--- src/rtl/circuito_exp4_pkg.sv ---
// Shared types and constants for the circuito_exp4 sequence-memory game.
package circuito_exp4_pkg;

    localparam int TIMEOUT_CICLOS = 3000;
    localparam int N_RODADAS      = 16;
    localparam int AW             = $clog2(N_RODADAS);

    typedef enum logic [3:0] {
        INICIAL     = 4'h0,
        PREPARACAO  = 4'h1,
        NOVA_SEQ    = 4'h2,
        ESPERA      = 4'h3,
        REGISTRA    = 4'h4,
        COMPARA     = 4'h5,
        PROX_JOGADA = 4'h6,
        PROX_SEQ    = 4'h7,
        FIM_ACERTO  = 4'hA,
        FIM_TIMEOUT = 4'hC,
        FIM_ERRO    = 4'hE
    } estado_t;

    localparam logic [3:0] ROM_SEQ [N_RODADAS] = '{
        4'h1, 4'h2, 4'h4, 4'h8, 4'h4, 4'h2, 4'h1, 4'h1,
        4'h2, 4'h2, 4'h4, 4'h4, 4'h8, 4'h8, 4'h1, 4'h4
    };

endpackage

--- src/rtl/circuito_exp4_if.sv ---
// Game I/O bundle: player inputs, status outputs and debug displays.
interface circuito_exp4_if;

    logic       iniciar;
    logic [3:0] botoes;
    logic       acertou;
    logic       errou;
    logic       pronto;
    logic [3:0] leds;
    logic       db_igual;
    logic [6:0] db_contagem;
    logic [6:0] db_memoria;
    logic [6:0] db_estado;
    logic [6:0] db_jogadafeita;
    logic [6:0] db_limite;
    logic       db_clock;
    logic       db_iniciar;
    logic       db_tem_jogada;
    logic       db_timeout;

    modport master (
        output iniciar, botoes,
        input  acertou, errou, pronto, leds, db_igual,
        input  db_contagem, db_memoria, db_estado,
        input  db_jogadafeita, db_limite, db_clock,
        input  db_iniciar, db_tem_jogada, db_timeout
    );

    modport slave (
        input  iniciar, botoes,
        output acertou, errou, pronto, leds, db_igual,
        output db_contagem, db_memoria, db_estado,
        output db_jogadafeita, db_limite, db_clock,
        output db_iniciar, db_tem_jogada, db_timeout
    );

endinterface

--- src/rtl/circuito_exp4_hexa7seg.sv ---
// Hex digit to active-low 7-segment pattern, bit order gfedcba.
module circuito_exp4_hexa7seg (
    input  logic [3:0] hexa,
    output logic [6:0] display
);

    always_comb begin
        display = 7'h7F;
        unique case (hexa)
            4'h0: display = 7'h40;
            4'h1: display = 7'h79;
            4'h2: display = 7'h24;
            4'h3: display = 7'h30;
            4'h4: display = 7'h19;
            4'h5: display = 7'h12;
            4'h6: display = 7'h02;
            4'h7: display = 7'h78;
            4'h8: display = 7'h00;
            4'h9: display = 7'h10;
            4'hA: display = 7'h08;
            4'hB: display = 7'h03;
            4'hC: display = 7'h46;
            4'hD: display = 7'h21;
            4'hE: display = 7'h06;
            4'hF: display = 7'h0E;
            default: display = 7'h7F;
        endcase
    end

endmodule

--- src/rtl/circuito_exp4.sv ---
// Sequence-memory game: control FSM plus counters, ROM, play register and comparator.
module circuito_exp4 #(
    parameter int TIMEOUT_CICLOS = circuito_exp4_pkg::TIMEOUT_CICLOS
) (
    input logic              clock,
    input logic              reset,
    circuito_exp4_if.slave   bus
);
    import circuito_exp4_pkg::*;

    localparam int TW = $clog2(TIMEOUT_CICLOS);

    estado_t estado, proximo;

    logic [AW-1:0] endereco, limite;
    logic [3:0]    jogada_reg;
    logic [TW-1:0] tempo;
    logic          tem_jogada, tem_prev, jogada;
    logic          igual, estourou;
    logic          zera_end, zera_lim, zera_jog;
    logic          conta_end, conta_lim, carrega_jog;

    assign tem_jogada = |bus.botoes;
    assign jogada     = tem_jogada & ~tem_prev;
    assign igual      = (jogada_reg == ROM_SEQ[endereco]);
    assign estourou   = (tempo == TW'(TIMEOUT_CICLOS - 1));

    always_ff @(posedge clock or posedge reset) begin
        if (reset) estado <= INICIAL;
        else       estado <= proximo;
    end

    always_comb begin
        proximo     = estado;
        zera_end    = 1'b0;
        zera_lim    = 1'b0;
        zera_jog    = 1'b0;
        conta_end   = 1'b0;
        conta_lim   = 1'b0;
        carrega_jog = 1'b0;
        unique case (estado)
            INICIAL: if (bus.iniciar) proximo = PREPARACAO;
            PREPARACAO: begin
                zera_end = 1'b1;
                zera_lim = 1'b1;
                zera_jog = 1'b1;
                proximo  = NOVA_SEQ;
            end
            NOVA_SEQ: begin
                zera_end = 1'b1;
                proximo  = ESPERA;
            end
            ESPERA: begin
                if (jogada)        proximo = REGISTRA;
                else if (estourou) proximo = FIM_TIMEOUT;
            end
            REGISTRA: begin
                carrega_jog = 1'b1;
                proximo     = COMPARA;
            end
            // limite==last is tested before any increment, so counters never wrap
            COMPARA: begin
                if (!igual)                             proximo = FIM_ERRO;
                else if (endereco != limite)            proximo = PROX_JOGADA;
                else if (limite == AW'(N_RODADAS - 1))  proximo = FIM_ACERTO;
                else                                    proximo = PROX_SEQ;
            end
            PROX_JOGADA: begin
                conta_end = 1'b1;
                proximo   = ESPERA;
            end
            PROX_SEQ: begin
                conta_lim = 1'b1;
                proximo   = NOVA_SEQ;
            end
            FIM_ACERTO, FIM_ERRO, FIM_TIMEOUT:
                if (bus.iniciar) proximo = PREPARACAO;
            default: proximo = INICIAL;
        endcase
    end

    always_ff @(posedge clock or posedge reset) begin
        if (reset) begin
            endereco   <= '0;
            limite     <= '0;
            jogada_reg <= '0;
            tempo      <= '0;
            tem_prev   <= 1'b0;
        end else begin
            tem_prev <= tem_jogada;
            if (zera_end)       endereco <= '0;
            else if (conta_end) endereco <= endereco + AW'(1);
            if (zera_lim)       limite <= '0;
            else if (conta_lim) limite <= limite + AW'(1);
            if (zera_jog)         jogada_reg <= '0;
            else if (carrega_jog) jogada_reg <= bus.botoes;
            // cleared whenever outside ESPERA, so each entry starts from zero
            if (estado == ESPERA) tempo <= tempo + TW'(1);
            else                  tempo <= '0;
        end
    end

    assign bus.acertou       = (estado == FIM_ACERTO);
    assign bus.errou         = (estado == FIM_ERRO) || (estado == FIM_TIMEOUT);
    assign bus.pronto        = bus.acertou || bus.errou;
    assign bus.db_timeout    = (estado == FIM_TIMEOUT);
    assign bus.leds          = jogada_reg;
    assign bus.db_igual      = igual;
    assign bus.db_clock      = clock;
    assign bus.db_iniciar    = bus.iniciar;
    assign bus.db_tem_jogada = tem_jogada;

    circuito_exp4_hexa7seg u_hex_cont (
        .hexa    (endereco),
        .display (bus.db_contagem)
    );
    circuito_exp4_hexa7seg u_hex_mem (
        .hexa    (ROM_SEQ[endereco]),
        .display (bus.db_memoria)
    );
    circuito_exp4_hexa7seg u_hex_est (
        .hexa    (estado),
        .display (bus.db_estado)
    );
    circuito_exp4_hexa7seg u_hex_jog (
        .hexa    (jogada_reg),
        .display (bus.db_jogadafeita)
    );
    circuito_exp4_hexa7seg u_hex_lim (
        .hexa    (limite),
        .display (bus.db_limite)
    );

endmodule

--- src/flat_wrapper.sv ---
// flat-port wrapper written by rule: the top's interface ports become plain ports
module circuito_exp4_flat import circuito_exp4_pkg::*;
#(
    parameter int TIMEOUT_CICLOS = circuito_exp4_pkg::TIMEOUT_CICLOS
)
  (clock, reset, bus_iniciar, bus_botoes, bus_acertou, bus_errou, bus_pronto, bus_leds, bus_db_igual, bus_db_contagem, bus_db_memoria, bus_db_estado, bus_db_jogadafeita, bus_db_limite, bus_db_clock, bus_db_iniciar, bus_db_tem_jogada, bus_db_timeout);
  circuito_exp4_if bus_i ();
  input logic clock;
  input logic reset;
  input wire logic [$bits(bus_i.iniciar)-1:0] bus_iniciar;
  input wire logic [$bits(bus_i.botoes)-1:0] bus_botoes;
  output wire logic [$bits(bus_i.acertou)-1:0] bus_acertou;
  output wire logic [$bits(bus_i.errou)-1:0] bus_errou;
  output wire logic [$bits(bus_i.pronto)-1:0] bus_pronto;
  output wire logic [$bits(bus_i.leds)-1:0] bus_leds;
  output wire logic [$bits(bus_i.db_igual)-1:0] bus_db_igual;
  output wire logic [$bits(bus_i.db_contagem)-1:0] bus_db_contagem;
  output wire logic [$bits(bus_i.db_memoria)-1:0] bus_db_memoria;
  output wire logic [$bits(bus_i.db_estado)-1:0] bus_db_estado;
  output wire logic [$bits(bus_i.db_jogadafeita)-1:0] bus_db_jogadafeita;
  output wire logic [$bits(bus_i.db_limite)-1:0] bus_db_limite;
  output wire logic [$bits(bus_i.db_clock)-1:0] bus_db_clock;
  output wire logic [$bits(bus_i.db_iniciar)-1:0] bus_db_iniciar;
  output wire logic [$bits(bus_i.db_tem_jogada)-1:0] bus_db_tem_jogada;
  output wire logic [$bits(bus_i.db_timeout)-1:0] bus_db_timeout;
  assign bus_i.iniciar = bus_iniciar;
  assign bus_i.botoes = bus_botoes;
  assign bus_acertou = bus_i.acertou;
  assign bus_errou = bus_i.errou;
  assign bus_pronto = bus_i.pronto;
  assign bus_leds = bus_i.leds;
  assign bus_db_igual = bus_i.db_igual;
  assign bus_db_contagem = bus_i.db_contagem;
  assign bus_db_memoria = bus_i.db_memoria;
  assign bus_db_estado = bus_i.db_estado;
  assign bus_db_jogadafeita = bus_i.db_jogadafeita;
  assign bus_db_limite = bus_i.db_limite;
  assign bus_db_clock = bus_i.db_clock;
  assign bus_db_iniciar = bus_i.db_iniciar;
  assign bus_db_tem_jogada = bus_i.db_tem_jogada;
  assign bus_db_timeout = bus_i.db_timeout;
  circuito_exp4 #(.TIMEOUT_CICLOS(TIMEOUT_CICLOS)) u_core (.clock(clock), .reset(reset), .bus(bus_i));
endmodule
--- config.mk ---
export PLATFORM = sky130hd
export DESIGN_NAME = circuito_exp4_flat
export DESIGN_NICKNAME = d
export VERILOG_FILES = /design/src/rtl/circuito_exp4_pkg.sv /design/src/rtl/circuito_exp4_if.sv /design/src/rtl/circuito_exp4_hexa7seg.sv /design/src/rtl/circuito_exp4.sv /design/src/flat_wrapper.sv
export SDC_FILE = /design/constraint.sdc
export NUM_CORES = 1
export LEC_CHECK = 0
export ABC_AREA = 1
export BUFFER_PORTS_ARGS = -buffer_cell sky130_fd_sc_hd__buf_2
export CAP_MARGIN = 15
export CELL_PAD_IN_SITES_DETAIL_PLACEMENT = 1
export CELL_PAD_IN_SITES_GLOBAL_PLACEMENT = 1
export CORE_MARGIN = 5
export CORE_UTILIZATION = 40
export DETAILED_ROUTE_END_ITERATION = 8
export GPL_TIMING_DRIVEN = 1
export PLACE_DENSITY_LB_ADDON = 0.25
export SKIP_LAST_GASP = 1
export SYNTH_ARGS = -nofsm -noshare
export SYNTH_HDL_FRONTEND = slang
export SYNTH_SLANG_ARGS = --single-unit
--- constraint.sdc ---
create_clock -name clock -period 2.75 [get_ports clock]
set_clock_uncertainty 0.15 [all_clocks]
set_input_delay 0.1375 -clock clock [delete_from_list [all_inputs] [get_ports clock]]
set_output_delay 0.1375 -clock clock [all_outputs]
set_load 0.005 [all_outputs]
# [After elaboration in Yosys (flattened, before gate mapping)]
# Memory sizes are Yosys's and may differ from the RTL's.
# Cells that the tools add are included.
[totals] register_bits=29 mem_bits_ro=624 out_inout_bits=47 wordCells=68 mem_count=6
[op_classes] n_addsub=3 magnitude_cmp=1 n_eq_ne=16 mux=21 bitwise=3 reduce_logical=12
[mem_list] memory="(no name shown)" depth=16 width=7 read_ports=1 rd_clocked_by_memory_dff=0 write_ports=0 line_no="circuito_exp4_hexa7seg.sv:9" source="unique case (hexa)"
[mem_list] memory="(no name shown)" depth=16 width=7 read_ports=1 rd_clocked_by_memory_dff=0 write_ports=0 line_no="circuito_exp4_hexa7seg.sv:9"
[mem_list] memory="(no name shown)" depth=16 width=7 read_ports=1 rd_clocked_by_memory_dff=0 write_ports=0 line_no="circuito_exp4_hexa7seg.sv:9"
[mem_list] memory="(no name shown)" depth=16 width=7 read_ports=1 rd_clocked_by_memory_dff=0 write_ports=0 line_no="circuito_exp4_hexa7seg.sv:9"
[mem_list] memory="(no name shown)" depth=16 width=7 read_ports=1 rd_clocked_by_memory_dff=0 write_ports=0 line_no="circuito_exp4_hexa7seg.sv:9"
[mem_list] memory="(no name shown)" depth=16 width=4 read_ports=1 rd_clocked_by_memory_dff=0 write_ports=0 line_no="circuito_exp4.sv:118" source=".hexa (ROM_SEQ[endereco]),"
[ops] operator="2-to-1 mux 4 bit" count=14
[ops] operator="case mux 4 bit (6 select lines)" count=1
[ops] operator="== test 4 x 3 -> 1 bit (second input constant)" count=4
[ops] operator="== test 4 bit (second input constant)" count=4
[ops] operator="adder 12 x 1 -> 12 bit (second input constant)" count=1
[ops] operator="== test 12 bit (second input constant)" count=1
[ops] operator="2-to-1 mux 12 bit" count=1
[ops] operator="adder 4 x 1 -> 4 bit (second input constant)" count=2
[ops] operator="== test 4 x 2 -> 1 bit (second input constant)" count=2
[ops] operator="OR reduction 4 bit" count=2
[ops] operator="nonzero test 2 bit" count=3
[ops] operator="OR reduction 2 bit" count=3
[ops] operator="greater-or-equal comparator 5 bit (second input constant)" count=1
[ops] operator="2-to-1 mux 1 bit" count=5
[ops] operator="inverter 4 -> 5 bit" count=1
[ops] operator="== test 4 x 1 -> 1 bit (second input constant)" count=1
[ops] operator="== test 4 bit" count=1
[ops] operator="logical NOT 4 bit" count=1
[ops] operator="!= test 4 bit" count=1
[ops] operator="!= test 3 x 1 -> 1 bit (second input constant)" count=1
[ops] operator="logical OR 1 bit" count=2
[ops] operator="!= test 2 x 1 -> 1 bit (second input constant)" count=1
[ops] operator="AND reduction 2 bit" count=1
[ops] operator="AND 1 bit" count=1
[ops] operator="inverter 1 bit" count=1

# [Depth between registers and ports, before layout]
# Gate-level depths: netlist of run 1.
[depth] word_depth=7 ltp_mapped=13 ltp_nobuf=13

# [Cells and area by module]
# Synthesis of run 1 repeated with hierarchy kept, for this count alone.
[hier_totals] cells_unflattened=487 area_unflattened_um2=3156.8
[modules_own_cells] mod="circuito_exp4" instances=1 cells_each=242 area_per_inst_um2=1786.7 seq_area_each_um2=725.7
[modules_own_cells] mod="circuito_exp4_hexa7seg" instances=5 cells_each=49 area_per_inst_um2=274.0 seq_area_each_um2=0.0

==> results of run 1 <==
what timing repair did:
item                                    4_1_cts  5_1_grt
setup buffers                                 1        2
endpoints found under the setup margin        6        5
gates resized for setup                       6        3
hold endpoints to repair                     38        0
hold buffers                                  6        0
layer usage:
| layer | track usage, % | share of wire, % | vias to the layer above |
|---|---|---|---|
| met4 | 8.30 | 2.5 | 0 |
| met3 | 3.29 | 3.2 | 17 |
| met1 | 24.3 | 44 | 1415 |
| li1 | - | - | 1443 |
| met5 | 0 | 0 | - |
| met2 | 34.3 | 50 | 50 |
cell type report:
type	instances	area (sq um)	area share, %
multi-input cells	300	1810	52.7
flip-flops and latches	29	728	21.2
repair buffers	64	365	10.6
inverters	64	253	7.34
clock buffers	11	133	3.85
well taps	96	120	3.49
clock inverters	1	30.0	0.872
state kept, by name, summed over array words and instances, names as in the netlist:
signal           count
u_core.estado        4
u_core.tem_prev      1
u_core.tempo        12
u_core.limite        4
u_core.endereco      4
u_core.bus.leds      4
worst min-delay path, stage by stage:
cell and delay (ns):
dlygate4sd3_1 0.53, buf_2 0.11, inv_1 0.04, buf_4 0.34
power groups by stage:
stage	Sequential, mW	Clock (mW)	Combinational [mW]
CTS	0.653	0.607	1.79
detailed placement	0.657	0.0158	1.74
global route	0.668	0.629	2.06
floorplan	0.609	0.0236	1.15
global placement	0.655	0.0158	1.69
finish	0.651	0.596	1.81
cell families (layout without fill, tap and decap cells):
kind of cell	count (synthesis)	after routing	synth area share [%]
adders and majority gates	33	33	14.6
AOI/OAI and AO/OA	88	88	19.4
xor gates and xnor gates	7	7	2.16
and+or+nand+nor	172	172	27.2
DFF	29	29	25.6
buffers and inverters	73	140	11.0
metrics by stage:
stage	TNS (ns)	util, %	std cells	cell area [sq um]	setup slack, ns
floorplan	0	-	402	2830	0.565
global placement	0	46.6	545	3180	0.328
detailed placement	0	46.6	545	3180	0.202
CTS	0	50.0	563	3410	0.0319
global route	-0.0289	50.4	565	3440	-0.0289
finish	0	50.4	565	3440	0.113
layout by cell type (no fill, tap or decap), types with 2 or more instances in the layout:
cell type	count
nand4_1	2
nor2_1	32
buf_2	53
clkbuf_8	9
ha_1	32
a21oi_1	25
inv_1	54
nand3_1	24
xor2_1	7
inv_2	6
a32o_1	2
dfrtp_1	27
inv_4	2
o221ai_1	3
dlygate4sd3_1	6
nor2_4	4
nand2_2	4
nand2_1	93
dfrtp_2	2
o211ai_1	4
buf_4	6
o21a_1	4
o22ai_1	7
a21oi_2	2
nor4_2	2
o21ai_2	3
o21ai_0	29
nor3_1	4
final timing paths:
check                                          startpoint                        endpoint  slack, ns  cells after the start
hold reg to reg                 u_core.tempo[0]$_DFF_PP0_       u_core.tempo[0]$_DFF_PP0_       0.30                      1
max in group asynchronous                           reset  u_core.endereco[0]$_DFFE_PP0P_       1.94                      4
setup reg to reg           u_core.endereco[1]$_DFFE_PP0P_    u_core.estado[3]$_DFFE_PP0P_       0.55                     13
hold / removal                                      reset    u_core.estado[0]$_DFFE_PP0P_       0.21                      4
setup / recovery           u_core.endereco[0]$_DFFE_PP0P_               bus_db_memoria[1]       0.11                      8
min in group clock                                  clock                    bus_db_clock       0.29                      3
==> impl_results.md, run 1 <==
- Initial antenna violation count: 0
- Unrepaired setup endpoints after global routing: yes
- Max transition margin: between 70% and 80%
- Core area: 6830 sq um
- Largest net degree at the start of global routing: 30
- Combinational power share: about three fifths
- Synthesis warning total: 0
- Worst vdd ir: 585 uV
- Crit end category: output port
- Detail Route Antenna Nets: 0
- Hold slack: 0.205 ns
- Syn Area/Cell: 7.05 sq um
- Internal power: 1.61 mW
- Final Max Slew Viols: 0
- Status: completed
- CP startpoint kind: flip-flop
- Global route overflow: 0
- Top delay family on crit path: adder cells
- Starting density of the core: about two fifths
- Vias: just under 3k
- Iteration-0 DRC count of the detailed router: 55
- Crit-path slowest cell: dfrtp_2
- Largest area contributor in the netlist: dfrtp_1
- Most numerous cell in the Yosys netlist: nand2_1
- CP required: about 2.5 ns
- Full die area: about 8900 sq um
- Crit-path max cell delay: between 0.4 and 0.5 ns
- Post-synth cell types: 44
- Fill cell count: roughly 940
- Post-route DRC violation count: 0
- Share of cells above drive strength 1: between 20% and 30%
- Async set-reset flop share out of synthesis: 100%
- Nets@finish: between 500 and 600
- Sequential share of the synthesized area: approximately 26%
- Total power: 3.06 mW
- Post-Syn Instances: ~400
- Post-DP HPWL: between 6000 and 7000 um
- Final wirelength: about 8600 um
- Ys flop type: dfrtp_1
- Boundary pin count: 54
- Critical path buffers and inverters: 3
- Number of global-route vias before repair: about 3k
- Final setup fails: 0
- Syn_nets: approximately 440
- EDFF count, synth: 0
- Max Cap Viol: 0
- Clock power share: between 15 and 20%
- CTS tree: built
- I/O Buffers: 53
- First-pass GRT wire length: 14,200 um
- Number of vias per cell: 5.18
- CP Max Fanout: 8
- Hold Path Class: in -> async
- Die Y: roughly 94 um
- Final-report hold violation count: 0
- Final GP Congestion: about 0.81
- Die W: 94.2 um
- Cell area after synthesis: around 2800 sq um
- Most frequent CP cell: ha_1
- Area growth syn-to-layout: 21.5%
- Signal arrival time at the worst endpoint: 2.35 ns
- Sw Pwr: ~1.5 mW
- CP Cell Sequence: inv_2, ha_1, nand3_1, nand2_2, inv_1, ha_1, o32ai_2, buf_2
- Yosys top cell area share: 25.6%
- Crit path kind: reg -> out
- Max Clock Freq: roughly 380 MHz
- Switching power share of the total: 47.5%
- Worst-path clk slew: ~0.06 ns
- Worst-skew pair later-pin latency: 0.39 ns
- Most common library cells after synthesis: nand2_1, inv_1, ha_1, nor2_1
- Routed len/inst: around 15 um
- Synth area leaders: dfrtp_1, ha_1, nand2_1
- Row count: 30
- LEAKAGE: around 1.9 nW
- Antenna cells: 0
- All-layer global routing usage: between 10% and 20%
- Tcrit/Tclk final: a little over nine tenths
- Slew @ Worst Pin: ~0.43 ns
- Drt first pass iters: 4
- PwrDens: around 900 nW/um^2
- Post-layout min period: between 2 and 3 ns
- Seq pwr share: about a fifth
- Register bit total from synthesis: 29
Power figures use the tool's default switching activity.
==> run 2, diff against run 1 <==
==> constraint.sdc (replaced) <==
create_clock -name clock -period 2.75 [get_ports clock]
set_clock_uncertainty 0.15 [all_clocks]
set_input_delay 0.4125 -clock clock [delete_from_list [all_inputs] [get_ports clock]]
set_output_delay 0.4125 -clock clock [all_outputs]
set_load 0.005 [all_outputs]
==> run 2 against run 1 <==
Net effect:
- register-to-register slack better by 0.11 ns
- final cell count up 0.71%
- core utilization rose by 2.3 points
- sequential power shrank 0.8%
- non-clock buffer count grew 5
- sequential share of layout area shrank 0.93 points
- worst hold slack got worse by 0.017 ns
- worst setup slack worse by 0.079 ns
- combinational power is 7% higher
==> impl_results.md, run 2 (same netlist as run 1, synthesis figures left out) <==
- Post-DP HPWL: around 6400 um
- PwrDens: around 870 nW/um^2
- Final core utilization: 52.7%
- Final setup fails: 0
- Internal power: 1.65 mW
- CP startpoint kind: flip-flop
- Worst-skew pair later-pin latency: between 0.3 and 0.4 ns
- Slew @ Worst Pin: slightly above 0.4 ns
- Post-layout min period: 2.72 ns
- Combinational power share: between 60% and 70%
- Row count: 30
- Post-route DRC violation count: 0
- Most flops, register: u_core.tempo
- Fill cell count: 899
- Seq pwr share: approximately 21%
- Largest net degree at the start of global routing: 30
- CP required: between 2 and 2.5 ns
- Final Max Slew Viols: 0
- Drt first pass iters: 5
- Largest register FFs: 12
- Worst vdd ir: roughly 440 uV
- Starting density of the core: between 40 and 50%
- Global route overflow: 0
- Final setup TNS: 0 ns
- Dpl cells: ~550
- Final GP Congestion: between 0.8 and 0.9
- CP Max Fanout: 5
- LEAKAGE: roughly 1.9 nW
- Initial antenna violation count: 0
- All-layer global routing usage: a little under a fifth
- CTS tree: built
- Hold slack: 0.188 ns
- Crit-path max cell delay: 0.45 ns
- Number of global-route vias before repair: just under 3k
- First-pass GRT wire length: between 10,000 and 15,000 um
- Final wirelength: between 8000 and 9000 um
- Max transition margin: between 70 and 80%
- Routed len/inst: 14.8 um
- Crit-path slowest cell: dfrtp_2
- Sw Pwr: roughly 1.5 mW
- Finished Layout Cells: ~570
- Core area: around 6800 sq um
- Commonest non-fill, non-tap cell in the layout: nand2_1
- Iteration-0 DRC count of the detailed router: 68
- Boundary pin count: 54
- Signal arrival time at the worst endpoint: roughly 2.2 ns
- I/O Buffers: between 50 and 60
- Vias: 2,935
- Die W: between 90 and 100 um
- Most frequent cells in the layout: nand2_1, buf_2, inv_1
- Switching power share of the total: 47.3%
- Die Y: ~94 um
- Total power: 3.13 mW
- Crit path kind: reg -> out
- Max Cap Viol: 0
- Antenna cells: 0
- Status: completed
- Detail Route Antenna Nets: 0
- Max Clock Freq: approximately 370 MHz
- Tcrit/Tclk final: between 90% and 100%
- Number of vias per cell: approximately 5.2
- CP Cell Sequence: inv_4, ha_2, inv_1, nand2_1, nand3_2, nand2_4, buf_6, ha_2, nand2_2, nand2_1, nor2_1, a31oi_1, buf_2
- Nets@finish: 513
- Unrepaired setup endpoints after global routing: yes
- Clock power share: between 15 and 20%
- Full die area: 8870 sq um
- Hold Path Class: in -> reg
- Worst-path clk slew: approximately 0.060 ns
- Final-report hold violation count: 0
- Share of cells above drive strength 1: about 29%
- Crit end category: output port
- Area growth syn-to-layout: 27.0%
run 2: worst paths after layout:
kind | from | endpoint | slack (ns) | cells past startpoint
worst min-delay path | bus_botoes[0] | u_core.bus.leds[0]$_DFFE_PP0P_ | 0.19 | 3
max in group asynchronous | reset | u_core.endereco[3]$_DFFE_PP0P_ | 1.65 | 4
min in group asynchronous | reset | u_core.tempo[10]$_DFF_PP0_ | 0.49 | 4
worst max-delay path | u_core.endereco[0]$_DFFE_PP0P_ | bus_db_memoria[3] | 0.03 | 13
worst max register to register | u_core.endereco[0]$_DFFE_PP0P_ | u_core.estado[2]$_DFFE_PP0P_ | 0.66 | 14
worst min register to register | u_core.tempo[0]$_DFF_PP0_ | u_core.tempo[0]$_DFF_PP0_ | 0.30 | 1
run 2: stage by stage:
step / cell area, sq um / setup WS, ns
CTS: 3440 / -0.0282
finish: 3600 / 0.0337
global placement: 3200 / 0.221
global route: 3600 / -0.0602
detailed placement: 3200 / 0.118
floorplan: 2830 / 0.290
run 2: worst max-delay path: cells and delay by family, from the launching register on:
kind | cells | cell delay [ns]
AOI/OAI and AO/OA | 1 | 0.13
adders and majority gates | 2 | 0.34
buffers and inverters | 4 | 0.38
and+or+nand+nor | 6 | 0.45
DFF | 1 | 0.45
run 2: repair_timing:
action,in CTS,in global routing
pin swaps,3,8
hold endpoints to repair,29,0
hold buffers,1,0
setup buffers,4,6
endpoints found under the setup margin,8,7
resized for setup,20,30
run 2: power by group through the flow:
stage	clock network [mW]	registers, mW	logic, mW
2_1_floorplan	0.0236	0.609	1.15
3_3_place_gp	0.0158	0.647	1.71
3_5_place_dp	0.0158	0.651	1.75
4_1_cts	0.569	0.645	1.84
5_1_grt	0.596	0.664	2.18
6_report	0.554	0.646	1.93
run 2: layout make-up:
cell class	instances	area (sq um)	share of cell area [%]
flip-flops and latches	29	728	20.2
clock buffers	9	115	3.20
clock inverters	2	35.0	0.973
multi-input cells	300	1940	53.8
inverters	64	260	7.23
repair buffers	69	403	11.2
well taps	96	120	3.34
run 2: per-layer routing:
layer	global-route usage, %	up-vias	share of wire (%)
met1	23.3	1419	45
met4	6.98	0	1.8
li1	-	1461	-
met3	2.80	14	2.6
met2	33.2	41	50
met5	0	-	0
